File: config.mk
export PLATFORM = sky130hd
export DESIGN_NAME = vga_canvas_ctrl
export DESIGN_NICKNAME = d
export VERILOG_FILES = /design/src/rtl/vga_canvas_pkg.sv /design/src/rtl/vga_timing_gen.sv /design/src/rtl/vga_canvas_ctrl.sv
export SDC_FILE = /design/constraint.sdc
export NUM_CORES = 2
export LEC_CHECK = 0
export BUFFER_PORTS_ARGS = -buffer_cell sky130_fd_sc_hd__buf_2
export CORE_AREA = 4 4 445 447
export DETAILED_ROUTE_END_ITERATION = 7
export DIE_AREA = 0 0 449 451
export PLACE_DENSITY = 0.55
export SETUP_SLACK_MARGIN = 0.5
export SLEW_MARGIN = 20
export SYNTH_ARGS = -nofsm -noshare
export SYNTH_HDL_FRONTEND = slang
export SYNTH_SLANG_ARGS = --single-unit
File: constraint.sdc
create_clock -name clkVga -period 3.6 [get_ports clkVga]
set_input_delay 0.36 -clock clkVga [delete_from_list [all_inputs] [get_ports clkVga]]
set_output_delay 0.36 -clock clkVga [all_outputs]
set_load 0.01 [all_outputs]
File: src/rtl/vga_canvas_pkg.sv
// Shared timing defaults, canvas FSM state type and palette for the VGA drawing canvas.
package vga_canvas_pkg;

    localparam int H_SYNC_DEF = 128;
    localparam int H_BP_DEF   = 88;
    localparam int H_ACT_DEF  = 800;
    localparam int H_FP_DEF   = 40;
    localparam int V_SYNC_DEF = 4;
    localparam int V_BP_DEF   = 23;
    localparam int V_ACT_DEF  = 600;
    localparam int V_FP_DEF   = 1;

    localparam int H_LINE      = H_SYNC_DEF + H_BP_DEF + H_ACT_DEF + H_FP_DEF;
    localparam int V_FRAME     = V_SYNC_DEF + V_BP_DEF + V_ACT_DEF + V_FP_DEF;
    localparam int H_ACT_START = H_SYNC_DEF + H_BP_DEF;
    localparam int H_ACT_END   = H_ACT_START + H_ACT_DEF;
    localparam int V_ACT_START = V_SYNC_DEF + V_BP_DEF;
    localparam int V_ACT_END   = V_ACT_START + V_ACT_DEF;

    typedef enum logic [1:0] {
        ST_IDLE  = 2'd0,
        ST_PAINT = 2'd1,
        ST_ERASE = 2'd2,
        ST_CLEAR = 2'd3
    } canvas_state_e;

    typedef struct packed {
        logic [3:0] r;
        logic [3:0] g;
        logic [3:0] b;
    } rgb_t;

    localparam rgb_t C_BLANK   = 12'h222;
    localparam rgb_t C_GREEN   = 12'h0F0;
    localparam rgb_t C_BLUE    = 12'h00F;
    localparam rgb_t C_YELLOW  = 12'hFF0;
    localparam rgb_t C_RED     = 12'hF00;
    localparam rgb_t C_MAGENTA = 12'hF0F;
    localparam rgb_t C_WHITE   = 12'hFFF;
    localparam rgb_t C_GREY    = 12'h888;

    function automatic int span4(input int a, input int b, input int c, input int d);
        return a + b + c + d;
    endfunction

endpackage

File: src/rtl/vga_timing_gen.sv
// Line/frame counters for one pixel clock: sync levels, active window, active-area
// position and a registered frame-start pulse aligned with counter value (0,0).
module vga_timing_gen
    import vga_canvas_pkg::*;
#(
    parameter int H_SYNC = H_SYNC_DEF,
    parameter int H_BP   = H_BP_DEF,
    parameter int H_ACT  = H_ACT_DEF,
    parameter int H_FP   = H_FP_DEF,
    parameter int V_SYNC = V_SYNC_DEF,
    parameter int V_BP   = V_BP_DEF,
    parameter int V_ACT  = V_ACT_DEF,
    parameter int V_FP   = V_FP_DEF
) (
    input  logic        clkVga,
    input  logic        iRstN,
    output logic        active,
    output logic [10:0] h_pos,
    output logic [10:0] v_pos,
    output logic        hs_n,
    output logic        vs_n,
    output logic        frame
);

    localparam int HL  = span4(H_SYNC, H_BP, H_ACT, H_FP);
    localparam int VL  = span4(V_SYNC, V_BP, V_ACT, V_FP);
    localparam int HA0 = H_SYNC + H_BP;
    localparam int HA1 = HA0 + H_ACT;
    localparam int VA0 = V_SYNC + V_BP;
    localparam int VA1 = VA0 + V_ACT;

    logic [11:0] h_cnt;
    logic [11:0] v_cnt;
    logic        h_last;
    logic        v_last;

    assign h_last = (h_cnt == 12'(HL - 1));
    assign v_last = (v_cnt == 12'(VL - 1));

    // frame is registered from the wrap condition so it is high exactly while the counters read (0,0)
    always_ff @(posedge clkVga or negedge iRstN) begin
        if (!iRstN) begin
            h_cnt <= '0;
            v_cnt <= '0;
            frame <= 1'b0;
        end else begin
            h_cnt <= h_last ? 12'd0 : h_cnt + 12'd1;
            if (h_last) begin
                v_cnt <= v_last ? 12'd0 : v_cnt + 12'd1;
            end
            frame <= h_last && v_last;
        end
    end

    assign active = (h_cnt >= 12'(HA0)) && (h_cnt < 12'(HA1))
                 && (v_cnt >= 12'(VA0)) && (v_cnt < 12'(VA1));
    assign h_pos  = 11'(h_cnt - 12'(HA0));
    assign v_pos  = 11'(v_cnt - 12'(VA0));
    assign hs_n   = (h_cnt >= 12'(H_SYNC));
    assign vs_n   = (v_cnt >= 12'(V_SYNC));

endmodule

File: src/rtl/vga_canvas_ctrl.sv
// VGA drawing canvas: GRID_N x GRID_N cell bitmap painted/erased from frame-latched
// cursor and buttons, sequenced column-wise clear, cursor overlay and registered RGB/sync.
module vga_canvas_ctrl
    import vga_canvas_pkg::*;
#(
    parameter int H_SYNC     = H_SYNC_DEF,
    parameter int H_BP       = H_BP_DEF,
    parameter int H_ACT      = H_ACT_DEF,
    parameter int H_FP       = H_FP_DEF,
    parameter int V_SYNC     = V_SYNC_DEF,
    parameter int V_BP       = V_BP_DEF,
    parameter int V_ACT      = V_ACT_DEF,
    parameter int V_FP       = V_FP_DEF,
    parameter int GRID_N     = 32,
    parameter int CELL_LOG2  = 4,
    parameter int CURSOR_SZ  = 8,
    parameter int BRUSH_PLUS = 0
) (
    input  logic                       clkVga,
    input  logic                       iRstN,
    input  logic                       iEna,
    input  logic [10:0]                iCurX,
    input  logic [10:0]                iCurY,
    input  logic [2:0]                 iBtn,
    input  logic                       iClear,
    output logic [3:0]                 oRed,
    output logic [3:0]                 oGreen,
    output logic [3:0]                 oBlue,
    output logic                       oHs,
    output logic                       oVs,
    output logic [GRID_N*GRID_N-1:0]   oImage,
    output logic                       oBusy,
    output logic                       oFrame,
    output canvas_state_e              dbg_state
);

    localparam int CW     = $clog2(GRID_N);
    localparam int CANVAS = GRID_N << CELL_LOG2;

    logic        active;
    logic [10:0] h_pos;
    logic [10:0] v_pos;
    logic        hs_n;
    logic        vs_n;
    logic        frame;

    vga_timing_gen #(
        .H_SYNC(H_SYNC), .H_BP(H_BP), .H_ACT(H_ACT), .H_FP(H_FP),
        .V_SYNC(V_SYNC), .V_BP(V_BP), .V_ACT(V_ACT), .V_FP(V_FP)
    ) u_timing (
        .clkVga(clkVga), .iRstN(iRstN), .active(active), .h_pos(h_pos),
        .v_pos(v_pos), .hs_n(hs_n), .vs_n(vs_n), .frame(frame)
    );

    assign oFrame = frame;

    logic [10:0] cur_x;
    logic [10:0] cur_y;
    logic [2:0]  btn;
    logic        frame_q;

    always_ff @(posedge clkVga or negedge iRstN) begin
        if (!iRstN) begin
            cur_x   <= '0;
            cur_y   <= '0;
            btn     <= '0;
            frame_q <= 1'b0;
        end else begin
            frame_q <= frame;
            if (frame) begin
                cur_x <= iCurX;
                cur_y <= iCurY;
                btn   <= iBtn;
            end
        end
    end

    logic [10:0] cell_x;
    logic [10:0] cell_y;
    logic        cell_valid;

    assign cell_x     = cur_x >> CELL_LOG2;
    assign cell_y     = cur_y >> CELL_LOG2;
    assign cell_valid = (cell_x < 11'(GRID_N)) && (cell_y < 11'(GRID_N));

    canvas_state_e   state;
    canvas_state_e   state_nxt;
    logic [CW-1:0]   col_idx;
    logic            wr_set;
    logic            wr_clr;
    logic            clr_col;

    always_ff @(posedge clkVga or negedge iRstN) begin
        if (!iRstN) state <= ST_IDLE;
        else        state <= state_nxt;
    end

    // A new frame_q is the only trigger for a write, so each frame requeues at most one stroke
    always_comb begin
        state_nxt = state;
        if (iClear) begin
            state_nxt = ST_CLEAR;
        end else begin
            unique case (state)
                ST_IDLE: begin
                    if (frame_q && btn[1])      state_nxt = ST_PAINT;
                    else if (frame_q && btn[0]) state_nxt = ST_ERASE;
                end
                ST_PAINT, ST_ERASE: state_nxt = ST_IDLE;
                ST_CLEAR: begin
                    if (col_idx == CW'(GRID_N - 1)) state_nxt = ST_IDLE;
                end
                default: state_nxt = ST_IDLE;
            endcase
        end
    end

    always_comb begin
        wr_set  = 1'b0;
        wr_clr  = 1'b0;
        clr_col = 1'b0;
        oBusy   = 1'b0;
        unique case (state)
            ST_PAINT: wr_set = iEna && cell_valid;
            ST_ERASE: wr_clr = iEna && cell_valid;
            ST_CLEAR: begin
                clr_col = 1'b1;
                oBusy   = 1'b1;
            end
            default: ;
        endcase
    end

    always_ff @(posedge clkVga or negedge iRstN) begin
        if (!iRstN)                      col_idx <= '0;
        else if (iClear)                 col_idx <= '0;
        else if (state == ST_CLEAR)      col_idx <= col_idx + 1'b1;
    end

    assign dbg_state = state;

    // Brush and clear-column masks; grid bounds come from the loop range, so edges never wrap
    logic [GRID_N*GRID_N-1:0] brush_mask;
    logic [GRID_N*GRID_N-1:0] col_mask;

    for (genvar gx = 0; gx < GRID_N; gx++) begin : g_x
        for (genvar gy = 0; gy < GRID_N; gy++) begin : g_y
            logic hit;
            logic nbr;
            assign hit = (cell_x == 11'(gx)) && (cell_y == 11'(gy));
            assign nbr = ((cell_x == 11'(gx)) && ((cell_y + 11'd1 == 11'(gy)) || (cell_y == 11'(gy + 1))))
                      || ((cell_y == 11'(gy)) && ((cell_x + 11'd1 == 11'(gx)) || (cell_x == 11'(gx + 1))));
            assign brush_mask[gx*GRID_N+gy] = cell_valid && (hit || ((BRUSH_PLUS != 0) && nbr));
            assign col_mask[gx*GRID_N+gy]   = (col_idx == CW'(gx));
        end
    end

    always_ff @(posedge clkVga or negedge iRstN) begin
        if (!iRstN)      oImage <= '0;
        else if (clr_col) oImage <= oImage & ~col_mask;
        else if (wr_set)  oImage <= oImage | brush_mask;
        else if (wr_clr)  oImage <= oImage & ~brush_mask;
    end

    logic [CW-1:0] px_cx;
    logic [CW-1:0] px_cy;
    logic          in_canvas;
    logic          in_cur;
    rgb_t          pix;

    assign px_cx     = h_pos[CELL_LOG2 +: CW];
    assign px_cy     = v_pos[CELL_LOG2 +: CW];
    assign in_canvas = (h_pos < 11'(CANVAS)) && (v_pos < 11'(CANVAS));
    assign in_cur    = ({1'b0, h_pos} >= {1'b0, cur_x}) && ({1'b0, h_pos} < {1'b0, cur_x} + 12'(CURSOR_SZ))
                    && ({1'b0, v_pos} >= {1'b0, cur_y}) && ({1'b0, v_pos} < {1'b0, cur_y} + 12'(CURSOR_SZ));

    always_comb begin
        pix = C_BLANK;
        if (active && iEna) begin
            if (in_cur) begin
                if (btn[2])      pix = C_GREEN;
                else if (btn[1]) pix = C_BLUE;
                else if (btn[0]) pix = C_YELLOW;
                else             pix = C_RED;
            end else if (in_canvas) begin
                pix = oImage[{px_cx, px_cy}] ? C_MAGENTA : C_WHITE;
            end else begin
                pix = C_GREY;
            end
        end
    end

    always_ff @(posedge clkVga or negedge iRstN) begin
        if (!iRstN) begin
            {oRed, oGreen, oBlue} <= '0;
            oHs                   <= 1'b0;
            oVs                   <= 1'b0;
        end else begin
            {oRed, oGreen, oBlue} <= pix;
            oHs                   <= hs_n;
            oVs                   <= vs_n;
        end
    end

endmodule
## After elaboration in Yosys (flattened, before gate mapping)

Cells that the tools add are included.

| storage, ports and cells | value |
|---|---|
| register bits | 1,096 |
| input port bits | 29 |
| output and inout port bits | 1,042 |
| logic and storage cells | 2,235 |

| operators by class | value |
|---|---|
| add/sub/neg operators | 7 |
| order comparisons | 15 |
| eq/ne operators | 100 |
| muxes and demuxes | 24 |
| bitwise logic cells | 5 |
| reductions and logical operators | 2,069 |

Operator list:

| cell | number |
|---|---|
| $mux W1024 | 3 |
| $logic_and A1 B1 Y1 | 2,061 |
| $and A1024 B1024 Y1024 | 2 |
| $not A1024 Y1024 | 2 |
| $or A1024 B1024 Y1024 | 1 |
| $eq A7 B5 Y1 const B | 32 |
| $eq A7 B4 Y1 const B | 16 |
| $mux W12 | 7 |
| $eq A5 B5 Y1 const B | 16 |
| $eq A7 B3 Y1 const B | 8 |
| $eq A5 B4 Y1 const B | 8 |
| $eq A7 B2 Y1 const B | 4 |
| $add A11 B4 Y12 const B | 2 |
| $add A12 B1 Y12 const B | 2 |
| $ge A12 B8 Y1 const B | 2 |
| $lt A11 B12 Y1 | 2 |
| $lt A12 B10 Y1 const B | 2 |
| $ge A11 B11 Y1 | 2 |
| $logic_not A11 Y1 | 2 |
| $lt A11 B10 Y1 const B | 2 |
| $eq A5 B3 Y1 const B | 4 |
| $mux W8 | 2 |
| $eq A7 B1 Y1 const B | 2 |
| $lt A7 B6 Y1 const B | 2 |
| other kinds (25) | 34 |

## Depth between registers and ports, before layout

| depth | value |
|---|---|
| word-level depth | 8 |
| gate-level depth with buffers | 17 |
| depth with buffers taken out | 14 |

## Modules after synthesis

A second synthesis with hierarchy kept.

| unflattened totals | value |
|---|---|
| cells, all modules | 6,299 |
| area total of the unflattened synthesis | 57,814.2 sq um |

By module, submodules not included:

| module | instances | cells an instance | area an instance (sq um) | seq. area each (sq um) |
|---|---|---|---|---|
| vga_canvas_ctrl | 1 | 6,117 | 56,170.1 | 26,725.6 |
| vga_timing_gen | 1 | 182 | 1,644.1 | 625.6 |

## Least setup slack after synthesis

No wires, ideal clock.

| path | value |
|---|---|
| path kind | reg-to-reg |
| start | reg u_timing.v_cnt[0] |
| end | reg oBlue[2] |
| setup time | 78 ps |
| arrival | 3,256 ps |
| required time | 3,522 ps |
| slack | 267 ps |
| cell stages (with the launch flop) | 14 |
| path buffers | 2 |
| period minus slack after synthesis | 3,333 ps |
| cell sequence | dfrtp_1 ha_1 o211a_1 nor3_1 nor2_4 inv_4 buf_2 buf_1 ha_1 a21o_1 a31oi_1 nand4_1 or3_1 a21oi_1 |

| on the way | value |
|---|---|
| word-level cells in the longest chain between the ends | 6 |
| elaborated cells on any way between the ends | 15 |
| those cells by class | add/sub: 1; order compare: 5; mux: 3; reduce/logical: 6 |

Ends and longest elaborated chain:

| element | line | RTL |
|---|---|---|
| start: declaration | vga_timing_gen.sv:33 | `logic [11:0] v_cnt;` |
| start signal: assignment | vga_timing_gen.sv:49 | `v_cnt <= v_last ? 12'd0 : v_cnt + 12'd1;` |
| $sub A11 B5 Y11 | vga_timing_gen.sv:58 | `assign v_pos = 11'(v_cnt - 12'(VA0));` |
| $lt A11 B10 Y1 or $ge A11 B11 Y1 (tied branches) | vga_canvas_ctrl.sv:173, vga_canvas_ctrl.sv:175 |  |
| $logic_and A1 B1 Y1, on equally long branches | vga_canvas_ctrl.sv:173, vga_canvas_ctrl.sv:175 |  |
| $mux W12 or $logic_and A1 B1 Y1 (tied branches) | vga_canvas_ctrl.sv:185, vga_canvas_ctrl.sv:175 |  |
| $mux W12 | vga_canvas_ctrl.sv:180 | `if (in_cur) begin` |
| $mux W12 (*) | vga_canvas_ctrl.sv:179 | `if (active && iEna) begin` |
| end signal: assignment | vga_canvas_ctrl.sv:199 | `{oRed, oGreen, oBlue} <= pix;` |
| end: declaration | vga_canvas_ctrl.sv:28 | `output logic [3:0] oBlue,` |

Every way passes the cells marked *; elsewhere a longest branch is shown, timed or not.
A chain may end at the register's enable or synchronous reset.

==> reports/qor.txt <==
==============================================================================
Post-layout net count ...........................................         7518
Synth area leaders .............................................. dfrtp_1, o21ai_0, a21oi_1
Number of filler instances in the final layout ..................        19675
Number of input and output port buffers inserted ................         1070
Internal reg-to-reg setup slack .................................     -0.65 ns
Clock root buffer master ........................................    clkbuf_16
Number of synthesized register bits .............................         1093
Final critical-path required period .............................      4.25 ns
Final routed wire length divided by cell count ..................      39.4 µm
TritonCTS buffer count ..........................................          135
Cell count after synthesis ......................................         6458
Worst-case vdd ir drop ..........................................     0.366 mV
Largest area contributor in the netlist .........................      dfrtp_1
Setup repair after global routing missed its margin .............          yes
Number of slew-limit violations in the final report .............            0
Type of the worst min-delay path ................................       in2reg
Number of enable-type register cells in the synthesized netlist .            0
Setup TNS .......................................................     -1.92 ns
Number of warnings reported in the yosys synthesis log ..........            0
Skew-Pair Late Insertion Delay ..................................      0.82 ns
Clock tree from TritonCTS .......................................        built
Final setup vio count ...........................................            3
Clock transition at the registers of the reported paths .........      0.06 ns
Total design power ..............................................     0.0294 W
GRT Util Overall ................................................        0.378
Leading post-synthesis cells by instance count .................. o21ai_0, dfrtp_1, a21oi_1, clkbuf_1, nand2_1
Clock Sink Count ................................................         1093
CTS Buffer Depth ................................................            3
Kind of critical path ...........................................      reg2reg
Die W ...........................................................       449 µm
Worst hold path stage count .....................................            4
Standard-cell row count .........................................          162
Critical Path RT ................................................      4.27 ns
Starting DRT DRC Count ..........................................        11620
Antenna Violating Nets Remaining ................................            0
Via count of the routed design ..................................        65934
Final wirelength ................................................       398 mm
Area after DPL ..................................................    68800 µm²
Global route overflow ...........................................            0
Number of global-route vias before repair .......................        61823
Transition time at the pin with the least slew margin ...........      1.10 ns
Netlist area before placement ...................................    58000 µm²
Mean post-synth cell area .......................................     8.99 µm²
Outcome ......................................................... finished with violations
Yosys top cell area share .......................................        0.471
Relative contribution of sequential cells to total power ........        0.419
Sequential fraction of the synthesis area .......................        0.471
Die area ........................................................   202000 µm²
Total non-filler cell area in the finished layout ...............    74400 µm²
Clock share of power ............................................        0.484
Share of total power in combinational logic .....................        0.097
Category of the worst setup path capture point ..................         flop
Pin count of the biggest net entering global routing ............          130
Net Sw Frac .....................................................        0.277
Unique masters post-synth .......................................           79
Hold Violations, Final ..........................................            0
Critical path fanouts, max ......................................            7
Core ar. ........................................................   194000 µm²
Sum of net half-perimeters after detailed placement .............       271 mm
Wire length of the first global-routing pass ....................       537 mm
I/O pin count ...................................................         1071
Initial antenna violation count .................................           63
Die span in y ...................................................       451 µm
Final Wtd Congestion ............................................        0.971
Kind of launch point of the worst setup path ....................         flop
Worst path setup slack after routing ............................    -0.649 ns
CP Data Arrival Time ............................................      4.92 ns
Total internal power ............................................     0.0212 W
Cell count of the worst reg-to-reg path .........................           19
Tightest slew margin relative to the limit ......................        0.264
Post-route DRC violation count ..................................            1
Total iterations of the first detailed-routing run ..............            8
Via-to-Cell Ratio ...............................................         6.52
Most frequently used cell type in the post-synthesis netlist ....      o21ai_0
Achievable clock frequency ......................................      235 MHz
Total number of H-tree levels ...................................            4
Area overhead of the layout relative to synthesis ...............        28.2%
Tcrit/Tclk final ................................................         1.18
Clk_skew ........................................................    0.0419 ns
Async set or reset register ratio after synthesis ...............         1.00
Number of nets produced by synthesis ............................         6537
Starting density of the core ....................................        0.299
NetSw ...........................................................    0.00815 W
Most instantiated flip-flop cell in the synthesis netlist .......      dfrtp_1
Pwr/cell area ...................................................   395 nW/µm²
Leakage dissipation .............................................      35.7 nW
Fraction of final layout cells sized beyond drive strength 1 ....        0.288
Violated checks ................................................. design-rule violations, negative setup slack
Reported max-cap violation count ................................            0
==============================================================================
==> worst max-delay path, cell delays in order (launching register included) <==
cell and delay (ns):
dfrtp_2 0.43, ha_4 0.19, o211a_4 0.27, o21a_1 0.21
nor2_4 0.12, buf_12 0.14, buf_8 0.14, buf_12 0.12
buf_12 0.13, buf_4 0.12, mux4_2 0.17, nand2_1 0.06
a31oi_1 0.37, a31oi_2 0.23, buf_4 0.18, nand4_1 0.09
nand4_1 0.52, buf_12 0.35, o2bb2ai_4 0.15, a221oi_2 0.08
==> final cells by class <==
type / count / area (µm²) / area share
well taps: 2542 / 3180 / 0.0427
clock buffers: 210 / 4170 / 0.0560
inverters: 54 / 218 / 0.00293
clock inverters: 31 / 344 / 0.00462
diodes: 30 / 75.1 / 0.00101
flip-flops and latches: 1093 / 27400 / 0.368
multi-input cells: 4567 / 28500 / 0.383
repair buffers: 1588 / 10600 / 0.143
==> power by group through the flow <==
stage	clock, W	combinational (W)	sequential, W
final	0.0142	0.00285	0.0123
after floorplan	0	0.00162	0.0125
after detailed placement	0	0.00269	0.0125
after global routing	0.0148	0.00311	0.0123
after global placement	0	0.00264	0.0125
after CTS	0.0143	0.00277	0.0123
==> path summary, 6_finish.rpt <==
| check | startpoint | endpoint |
|---|---|---|
| min in group asynchronous | iRstN | async pin |
| max in group asynchronous | iRstN | async pin |
| worst min-delay path | iEna | oGreen[3]$_DFF_PN0_ |
| worst min register to register | u_timing.v_cnt[11]$_DFFE_PN0N_ | u_timing.v_cnt[11]$_DFFE_PN0N_ |
| worst max register to register | u_timing.v_cnt[0]$_DFFE_PN0N_ | oGreen[3]$_DFF_PN0_ |
| worst max-delay path | u_timing.v_cnt[0]$_DFFE_PN0N_ | oGreen[3]$_DFF_PN0_ |
==> routing by layer <==
metal / wire [µm] / global-route usage
met4: 43300 / 0.332
met5: 148 / 0
met1: 137000 / 0.449
met2: 166000 / 0.543
met3: 51300 / 0.130
==> cell usage in the layout (no fill, tap or decap), types with 21 or more instances in the layout <==
master,count
a31oi_1,21
buf_2,1069
nand2_1,341
mux2i_1,129
dlygate4sd3_1,27
a21oi_1,1067
dfrtp_1,1090
nand2_4,41
clkbuf_8,40
o21ai_0,2138
nor3_1,26
buf_12,97
inv_1,46
xnor2_1,28
ha_1,47
nand3_1,115
nor2_1,80
buf_4,382
nor2_4,41
mux4_2,192
clkbuf_1,30
diode_2,30
clkbuf_16,140
==> metrics by stage <==
| stage | std cells | setup WS (ns) | hold WS, ns | utilization |
|---|---|---|---|---|
| floorplan | 6458 | 0.498 | 0.0644 | - |
| global placement | 9782 | -0.907 | 0.469 | 0.354 |
| detailed placement | 9782 | -0.895 | 0.466 | 0.354 |
| CTS | 10070 | -0.625 | 0.133 | 0.381 |
| global route | 10091 | -0.676 | 0.202 | 0.383 |
| finish | 10115 | -0.649 | 0.195 | 0.383 |
==> logic make-up (layout without fill, tap and decap cells) <==
kind of cell / count (synthesis) / in the layout / share of synthesized area
compound gates: 3345 / 3345 / 0.295
xor+xnor: 46 / 46 / 0.00720
fa+ha+maj: 52 / 52 / 0.0111
buf+inv: 798 / 1883 / 0.0572
flops: 1093 / 1093 / 0.471
mux: 326 / 326 / 0.0977
other cells: 0 / 30 / 0
simple gates: 798 / 798 / 0.0602
==> what timing repair did <==
action                                  CTS  global route
setup buffers                            19            15
endpoints found under the setup margin  737           356
hold buffers                             27             0
pin swaps                                17            12
gates resized for setup                  62            35
gates cloned                              1             0
endpoints found under the hold margin    65             0
(Power assumes the default switching activity.)
